**config.mk**
```make
export PLATFORM = sky130hd
export DESIGN_NAME = wb_arbiter
export DESIGN_NICKNAME = d
export VERILOG_FILES = /design/src/rtl/wb_arbiter.sv
export SDC_FILE = /design/constraint.sdc
export NUM_CORES = 1
export LEC_CHECK = 0
export CELL_PAD_IN_SITES_DETAIL_PLACEMENT = 1
export CELL_PAD_IN_SITES_GLOBAL_PLACEMENT = 2
export CORE_MARGIN = 2
export CORE_UTILIZATION = 33
export CTS_CLUSTER_SIZE = 40
export DETAILED_ROUTE_END_ITERATION = 16
export MAX_ROUTING_LAYER = met4
export PLACE_DENSITY = 0.89
export RECOVER_POWER = 25
export SLEW_MARGIN = 20
export SYNTH_ARGS = -nofsm -noshare
export SYNTH_HDL_FRONTEND = slang
export SYNTH_SLANG_ARGS = --single-unit
```
**constraint.sdc**
```tcl
create_clock -name clk_in -period 4.7 [get_ports clk_in]
set_clock_uncertainty 0.2 [all_clocks]
set_input_delay 0.705 -clock clk_in [delete_from_list [all_inputs] [get_ports clk_in]]
set_output_delay 0.705 -clock clk_in [all_outputs]
set_load 0.005 [all_outputs]
```
**src/rtl/wb_arbiter.sv**
```systemverilog
// Writeback arbiter: buffers one completed result per functional unit and
// forwards them round-robin, one per cycle, onto the ROB's single result port.
// Output is registered so the ROB sees a clean pulse; a flush drops everything.
module wb_arbiter #(
  parameter int SRC_NUM      = 3,
  parameter int ROB_ID_WIDTH = 4
) (
  input  logic                             clk_in,
  input  logic                             rst_in,
  input  logic                             rdy_in,
  input  logic                             flush,
  input  logic [SRC_NUM-1:0]               src_valid,
  output logic [SRC_NUM-1:0]               src_ready,
  input  logic [SRC_NUM*ROB_ID_WIDTH-1:0]  src_rob_id,
  input  logic [SRC_NUM*32-1:0]            src_data,
  input  logic [SRC_NUM-1:0]               src_set_jump_addr,
  output logic                             out_rdy,
  output logic [ROB_ID_WIDTH-1:0]          out_rob_id,
  output logic [31:0]                      out_data,
  output logic                             out_set_jump_addr
);

  localparam int PTR_W = (SRC_NUM > 1) ? $clog2(SRC_NUM) : 1;

  logic [SRC_NUM-1:0]      hold_valid;
  logic [ROB_ID_WIDTH-1:0] hold_id   [SRC_NUM];
  logic [31:0]             hold_data [SRC_NUM];
  logic                    hold_jmp  [SRC_NUM];

  logic [PTR_W-1:0]   ptr;
  logic [PTR_W-1:0]   grant_idx;
  logic [PTR_W-1:0]   ptr_next;
  logic [SRC_NUM-1:0] grant;
  logic               grant_found;

  // Scan slots starting at ptr, wrapping modulo SRC_NUM, and pick the first full one
  always_comb begin : grant_sel
    logic [PTR_W:0] idx;
    grant       = '0;
    grant_idx   = '0;
    grant_found = 1'b0;
    idx         = '0;
    for (int k = 0; k < SRC_NUM; k++) begin
      idx = {1'b0, ptr} + (PTR_W+1)'(k);
      if (idx >= (PTR_W+1)'(SRC_NUM)) begin
        idx = idx - (PTR_W+1)'(SRC_NUM);
      end
      if (!grant_found && hold_valid[idx[PTR_W-1:0]]) begin
        grant_found                = 1'b1;
        grant[idx[PTR_W-1:0]]      = 1'b1;
        grant_idx                  = idx[PTR_W-1:0];
      end
    end
  end

  // Pointer advances to the slot after the winner, never reaching SRC_NUM
  always_comb begin
    ptr_next = grant_idx + PTR_W'(1);
    if (grant_idx == PTR_W'(SRC_NUM - 1)) begin
      ptr_next = '0;
    end
  end

  // A slot accepts when empty or when it is being drained on this same edge
  always_comb begin
    src_ready = '0;
    for (int i = 0; i < SRC_NUM; i++) begin
      src_ready[i] = rdy_in && !flush && (!hold_valid[i] || grant[i]);
    end
  end

  // Slot capture/drain, pointer update and registered result pulse
  always_ff @(posedge clk_in) begin
    if (rst_in) begin
      hold_valid        <= '0;
      ptr               <= '0;
      out_rdy           <= 1'b0;
      out_rob_id        <= '0;
      out_data          <= '0;
      out_set_jump_addr <= 1'b0;
    end else if (rdy_in) begin
      if (flush) begin
        hold_valid        <= '0;
        ptr               <= '0;
        out_rdy           <= 1'b0;
        out_rob_id        <= '0;
        out_data          <= '0;
        out_set_jump_addr <= 1'b0;
      end else begin
        if (grant_found) begin
          out_rdy           <= 1'b1;
          out_rob_id        <= hold_id[grant_idx];
          out_data          <= hold_data[grant_idx];
          out_set_jump_addr <= hold_jmp[grant_idx];
          ptr               <= ptr_next;
        end else begin
          out_rdy <= 1'b0;
        end
        for (int i = 0; i < SRC_NUM; i++) begin
          if (src_valid[i] && src_ready[i]) begin
            hold_valid[i] <= 1'b1;
            hold_id[i]    <= src_rob_id[i*ROB_ID_WIDTH +: ROB_ID_WIDTH];
            hold_data[i]  <= src_data[i*32 +: 32];
            hold_jmp[i]   <= src_set_jump_addr[i];
          end else if (grant[i]) begin
            hold_valid[i] <= 1'b0;
          end
        end
      end
    end
  end

endmodule

```
==> results.cfg, run 1 <==
[synthesis]
syn_nets = 667
synth.most_common_cell = edfxtp_1
syn_inst = 545
ys_types = 44
syn_area_um2 = 6710
ys_warn_count = 0
ys_top_cells_by_area = edfxtp_1, dfxtp_1, a221o_1
synthFlopType = edfxtp_1
syn_avg_cell_area_um2 = 12.3
yosysSeqAreaShare_pct = 62.5
async_flop_share_pct = 0
synth_top_area_share_pct = 49.7
synthTopCellsByCount = edfxtp_1, nand2_1, dfxtp_1, inv_1, nor3b_1
synth_top_cell_by_area = edfxtp_1
synth_edf_count = 111
ys_seq_elements = 154

[grt]
antenna_found_initial = 0
grt_max_degree = 40
overflow = 0
grt_usage_pct = 18.6
grt_pass1_wl_um = 29700
grt_pass1_vias = 5360

[setup_path]
ff2ff_path_depth = 8
arrival_ns = 3.22
cp_max_fo = 12
cp-end-kind = primary output
timing_worst_setup_path_type = reg2out
critPathRequiredTime_ns = 3.80
crit_path_start_kind = flip-flop

[sta]
holdWs_ns = 0.285
totalNegativeSetupSlack_ns = 0
post-route-min-period_ns = 4.12
finalSetupViolCount = 0
maxSlewHeadroom_pct = 33.2
fmax_mhz = 242
rsz0062_at_grt = false
period_share_pct = 87.7
tightest_slew_ns = 1.00
slew_violations = 0
hold_viol_final = 0

[hold_path]
holdPathStages = 1
hp-class = reg2reg

[clocking]
clock_tree.root_cell = clkbuf_16
clk_pin_slew_worst_paths_ns = 0.06
ctsHtreeMaxLevel = 4
post_cts_buffers = 0
cts_made_buffers = 17
cts_tree = yes
insertion_delay_ns = 0.43
cts_resized = 0
clock_path_buffers = 2
holdBufCountCts = 0
clkSinkCount = 154

[power_and_ir_drop]
power.leakage_nw = 3.15
switching_share_pct = 23.0
power_density_nw_per_um2 = 336
p_switching_mw = 0.703
combinationalPowerShare_pct = 8.3
clkPwrFrac_pct = 42.5
p_seq_share_pct = 49.2
peakVddDrop_mv = 0.242
intPower_mw = 2.35

[floorplanning]
rows = 52
die_h_um = 147
ios = 159
dieWidth_um = 147
initial_core_util_pct = 33.4
dieArea_um2 = 21500
core_area_um2 = 20100

[finish]
synthToLayoutAreaGrowth_pct = 35.5
final_area_um2 = 9090
num_antenna_cells = 0
drive_gt1_share_pct = 7.45
fin_nets = 807

[route]
first_pass_iters = 5
via_per_inst = 5.12
detail-route-antenna-nets = 0
wl_per_cell_um = 20.0
drc = 0
finalWirelength_um = 19300
drt_iter0_markers = 296
dr_total_vias = 4960

[placed_design]
dpl_cell_area_um2 = 8490
port_buffers = 158
place_congestion = 0.795
hpwl_um = 12500

[job]
drv_cap = 0

[status]
status = complete, no violations
[critical path, cell delays in order, from the launching register on]
cell and delay [ns]:
dfxtp_1 0.39, inv_1 0.09, ha_1 0.57, nor2b_1 0.38, a21oi_1 0.12, mux2_2 0.29
o21ai_0 0.26, nor2b_1 0.18, clkdlybuf4s50_1 0.51
[cells by family (layout without fill, tap and decap cells)]
family / Yosys count / count (layout) / share of synthesized area [%]
compound gates: 137 / 137 / 17.5
fa+ha+maj: 4 / 4 / 0.746
buf+inv: 88 / 241 / 6.02
flops: 154 / 154 / 62.5
mux: 5 / 5 / 0.783
simple gates: 157 / 157 / 12.4
[registers in the layout (all words and copies together) (netlist names)]
register / flops
hold_data: 96
hold_id: 12
hold_jmp: 3
hold_valid: 3
out_data: 32
out_rdy: 1
out_rob_id: 4
out_set_jump_addr: 1
ptr: 2
[final cells by class]
type	instances	area, um2
fillers	2070	11000
flip-flops and latches	154	4190
multi-input cells	303	2170
repair buffers	167	1680
clock buffers	18	429
well taps	270	338
inverters	42	158
clock inverters	14	121
[per-layer routing]
| metal | vias up | GRT usage, % | share of wire [%] |
|---|---|---|---|
| met5 | - | - | 0 |
| met1 | 2448 | 22.7 | 44 |
| li1 | 2322 | - | - |
| met2 | 157 | 30.8 | 50 |
| met3 | 33 | 3.91 | 4.1 |
| met4 | 0 | 6.46 | 2.0 |
[layout by cell type (no fill, tap or decap), types with 7 or more instances in the layout]
cell type and count:
o211ai_1 37, nor2b_1 8, inv_1 42, clkbuf_16 17
a211o_1 37, a221o_1 37, dlygate4sd3_1 76, nor2_1 7
edfxtp_1 111, clkdlybuf4s50_1 82, nor3b_1 38, nand2b_1 7
dfxtp_1 43, nand2_1 83, buf_4 7
[through the flow]
step | worst slack, ns | total power [mW] | cells | utilization (%)
finish | 0.576 | 3.05 | 968 | 45.2
global route | 0.375 | 3.15 | 968 | 45.2
CTS | 0.592 | 3.09 | 966 | 45.0
detailed placement | 0.964 | 1.79 | 934 | 42.3
global placement | 1.18 | 1.78 | 934 | 42.3
floorplan | 1.15 | 1.63 | 545 | -
[power by group through the flow]
stage	combinational (mW)	clock [mW]	sequential, mW
finish	0.253	1.30	1.50
global route	0.271	1.37	1.51
CTS	0.264	1.32	1.50
detailed placement	0.261	0	1.53
global placement	0.253	0	1.53
floorplan	0.103	0	1.53
[path summary, 6_finish.rpt]
| path | from | to | slack [ns] |
|---|---|---|---|
| hold / removal | out_data[19] | out_data[19] | 0.28 |
| hold reg to reg | out_data[19] | out_data[19] | 0.28 |
| setup reg to reg | ptr[0] | out_data[6] | 0.94 |
| setup / recovery | ptr[0] | src_ready[2] | 0.58 |
Note: power is estimated with default switching activity, not from simulation.
==> inputs of run 2 (changes only) <==
--- a/config.mk
+++ b/config.mk
@@ -11,6 +11,7 @@
 export CORE_UTILIZATION = 33
 export CTS_CLUSTER_SIZE = 40
 export DETAILED_ROUTE_END_ITERATION = 16
+export GPL_TIMING_DRIVEN = 1
 export MAX_ROUTING_LAYER = met4
 export PLACE_DENSITY = 0.89
 export RECOVER_POWER = 25
==> results of run 2 <==
Same layout as run 1: the final DEF is identical, and so are final timing and power.
==> inputs of run 3 (changes only) <==
--- a/config.mk
+++ b/config.mk
@@ -7,8 +7,10 @@
 export LEC_CHECK = 0
 export CELL_PAD_IN_SITES_DETAIL_PLACEMENT = 1
 export CELL_PAD_IN_SITES_GLOBAL_PLACEMENT = 2
+export CORE_ASPECT_RATIO = 0.5
 export CORE_MARGIN = 2
 export CORE_UTILIZATION = 33
+export CTS_CLUSTER_DIAMETER = 100
 export CTS_CLUSTER_SIZE = 40
 export DETAILED_ROUTE_END_ITERATION = 16
 export GPL_TIMING_DRIVEN = 1
==> run 3 against run 2 <==
  * Via count rose by 0.91%
  * Worst setup slack improved by 0.062 ns
  * Critical path depth did not move
  * Core utilization rose by 1.0 points
  * Critical path type unchanged
  * Routed wire length rose by 5.7%
  * Combinational power barely moved
  * Largest cell class unchanged
  * Largest power group unchanged
  * Total power rose by 1.2%
  * Non-clock buffer count rose by 2
==> results.cfg, run 3 (same netlist as run 1, synthesis figures left out) <==
[job]
drv_cap = 0

[placed_design]
port_buffers = 158
hpwl_um = 13000
place_congestion = 0.870

[grt]
top_usage_layer = met2
antenna_found_initial = 3
overflow = 0
grt_use_met2_pct = 34.1
grt_usage_pct = 19.9
use_met3_pct = 2.99
grt_max_degree = 40
grt_pass1_vias = 5444
grt_pass1_wl_um = 31700
use_met1_pct = 23.8

[status]
status = complete, no violations

[floorplanning]
die_h_um = 105
dieWidth_um = 206
rows = 36
dieArea_um2 = 21600
core_area_um2 = 19700
initial_core_util_pct = 34.1
ios = 159

[clocking]
clkSinkCount = 154
clock_path_buffers = 2
cts_resized = 0
ctsHtreeMaxLevel = 4
cts_made_buffers = 17
clk_pin_slew_worst_paths_ns = 0.07
clock_tree.root_cell = clkbuf_16
insertion_delay_ns = 0.41
cts_tree = yes
holdBufCountCts = 0
post_cts_buffers = 0

[finish]
layout_common_cells = edfxtp_1, nand2_1, clkdlybuf4s50_1
regMostFlops = hold_data
mostFrequentLayoutCell = edfxtp_1
largest_reg_flops = 96
drive_gt1_share_pct = 8.00
num-fill-cells = 2005
synthToLayoutAreaGrowth_pct = 35.7
reg_top3 = hold_data (96), out_data (32), hold_id (12)
multi_input_area_um2 = 2170
final-seq-area_um2 = 4190
fin_nets = 809

[setup_path]
crit_family = buffers and inverters
path_cells = inv_1, ha_1, mux2i_1, o2bb2ai_1, mux2_2, o21ai_0, nor2b_1, clkdlybuf4s50_1
timing_worst_setup_path_type = reg2out
crit_path_start_kind = flip-flop
cp-end-kind = primary output
cp_max_fo = 12
crit_buf_inv = 2
critPathMaxStageDelay_ns = 0.54
arrival_ns = 3.16
critical_path.slowest_cell = ha_1
critPathRequiredTime_ns = 3.80

[sta]
totalNegativeSetupSlack_ns = 0
finalSetupViolCount = 0
fmax_mhz = 246
slew_violations = 0
rsz0062_at_grt = false
post-route-min-period_ns = 4.06
period_share_pct = 86.4
hold_viol_final = 0
tightest_slew_ns = 1.04
maxSlewHeadroom_pct = 30.5

[route]
wl_per_cell_um = 21.1
drc = 0
finalWirelength_um = 20400
dr_total_vias = 5005
drt_iter0_markers = 406
detail-route-antenna-nets = 0
first_pass_iters = 5
via_per_inst = 5.17

[power_and_ir_drop]
power.leakage_nw = 3.17
finalPower_mw = 3.09
power_density_nw_per_um2 = 339
peakVddDrop_mv = 0.268

[hold_path]
hp-class = reg2reg
## run 3: cell types whose count changed in the layout (fill, tap and decap cells not counted), sizes merged
cell / before / now
clkinvlp: 6 / 3
buf: 9 / 11
diode: 0 / 3
clkinv: 3 / 4
inv: 46 / 48
## run 3: layer usage
layer	routed length, um	vias to the layer above
met4	426	0
li1	-	2336
met5	0	-
met2	10400	126
met3	1030	22
met1	8540	2521
## run 3: worst register-to-register path, delay by kind of cell, from the launching register on
family                     cells  cell delay (ns)
AOI/OAI and AO/OA              2             0.55
DFF                            1             0.38
adders and majority gates      1             0.54
and+or+nand+nor                1             0.24
buffers and inverters          2             0.56
muxes                          2             0.52
## run 3: where the power goes
part	total, mW	internal, mW	switching [mW]
clock	1.33	0.743	0.590
sequential	1.50	1.49	0.0153
combinational	0.255	0.136	0.119
total	3.09	2.37	0.725
## run 3: metrics by stage
| stage | worst slack (ns) | hold WS (ns) | instance area, um2 | std cells | utilization, % |
|---|---|---|---|---|---|
| final | 0.638 | 0.289 | 9110 | 969 | 46.3 |
| after global routing | 0.431 | 0.308 | 9110 | 969 | 46.3 |
| after CTS | 0.648 | 0.294 | 9080 | 965 | 46.1 |
| after detailed placement | 1.10 | 0.276 | 8510 | 933 | 43.2 |
| after global placement | 1.20 | 0.271 | 8510 | 933 | 43.2 |
| after floorplan | 1.15 | 0.280 | 6710 | 545 | - |
## run 3: worst paths after layout
path	slack, ns	from	endpoint	depth (start not counted)
max	0.64	ptr[0]	src_ready[2]	8
min reg2reg	0.29	out_data[4]	out_data[4]	1
min	0.29	out_data[4]	out_data[4]	1
max reg2reg	1.32	ptr[0]	hold_data[2][12]	8
## run 3: cell type report
type                       count  share of cell area, %
antenna                        3                 0.0824
clock inverter                14                   1.51
tap                          266                   3.65
inverter                      42                   1.73
clock buffer                  18                   4.71
timing repair buffer         169                   18.4
multi-input combinational    303                   23.8
sequential                   154                   46.1
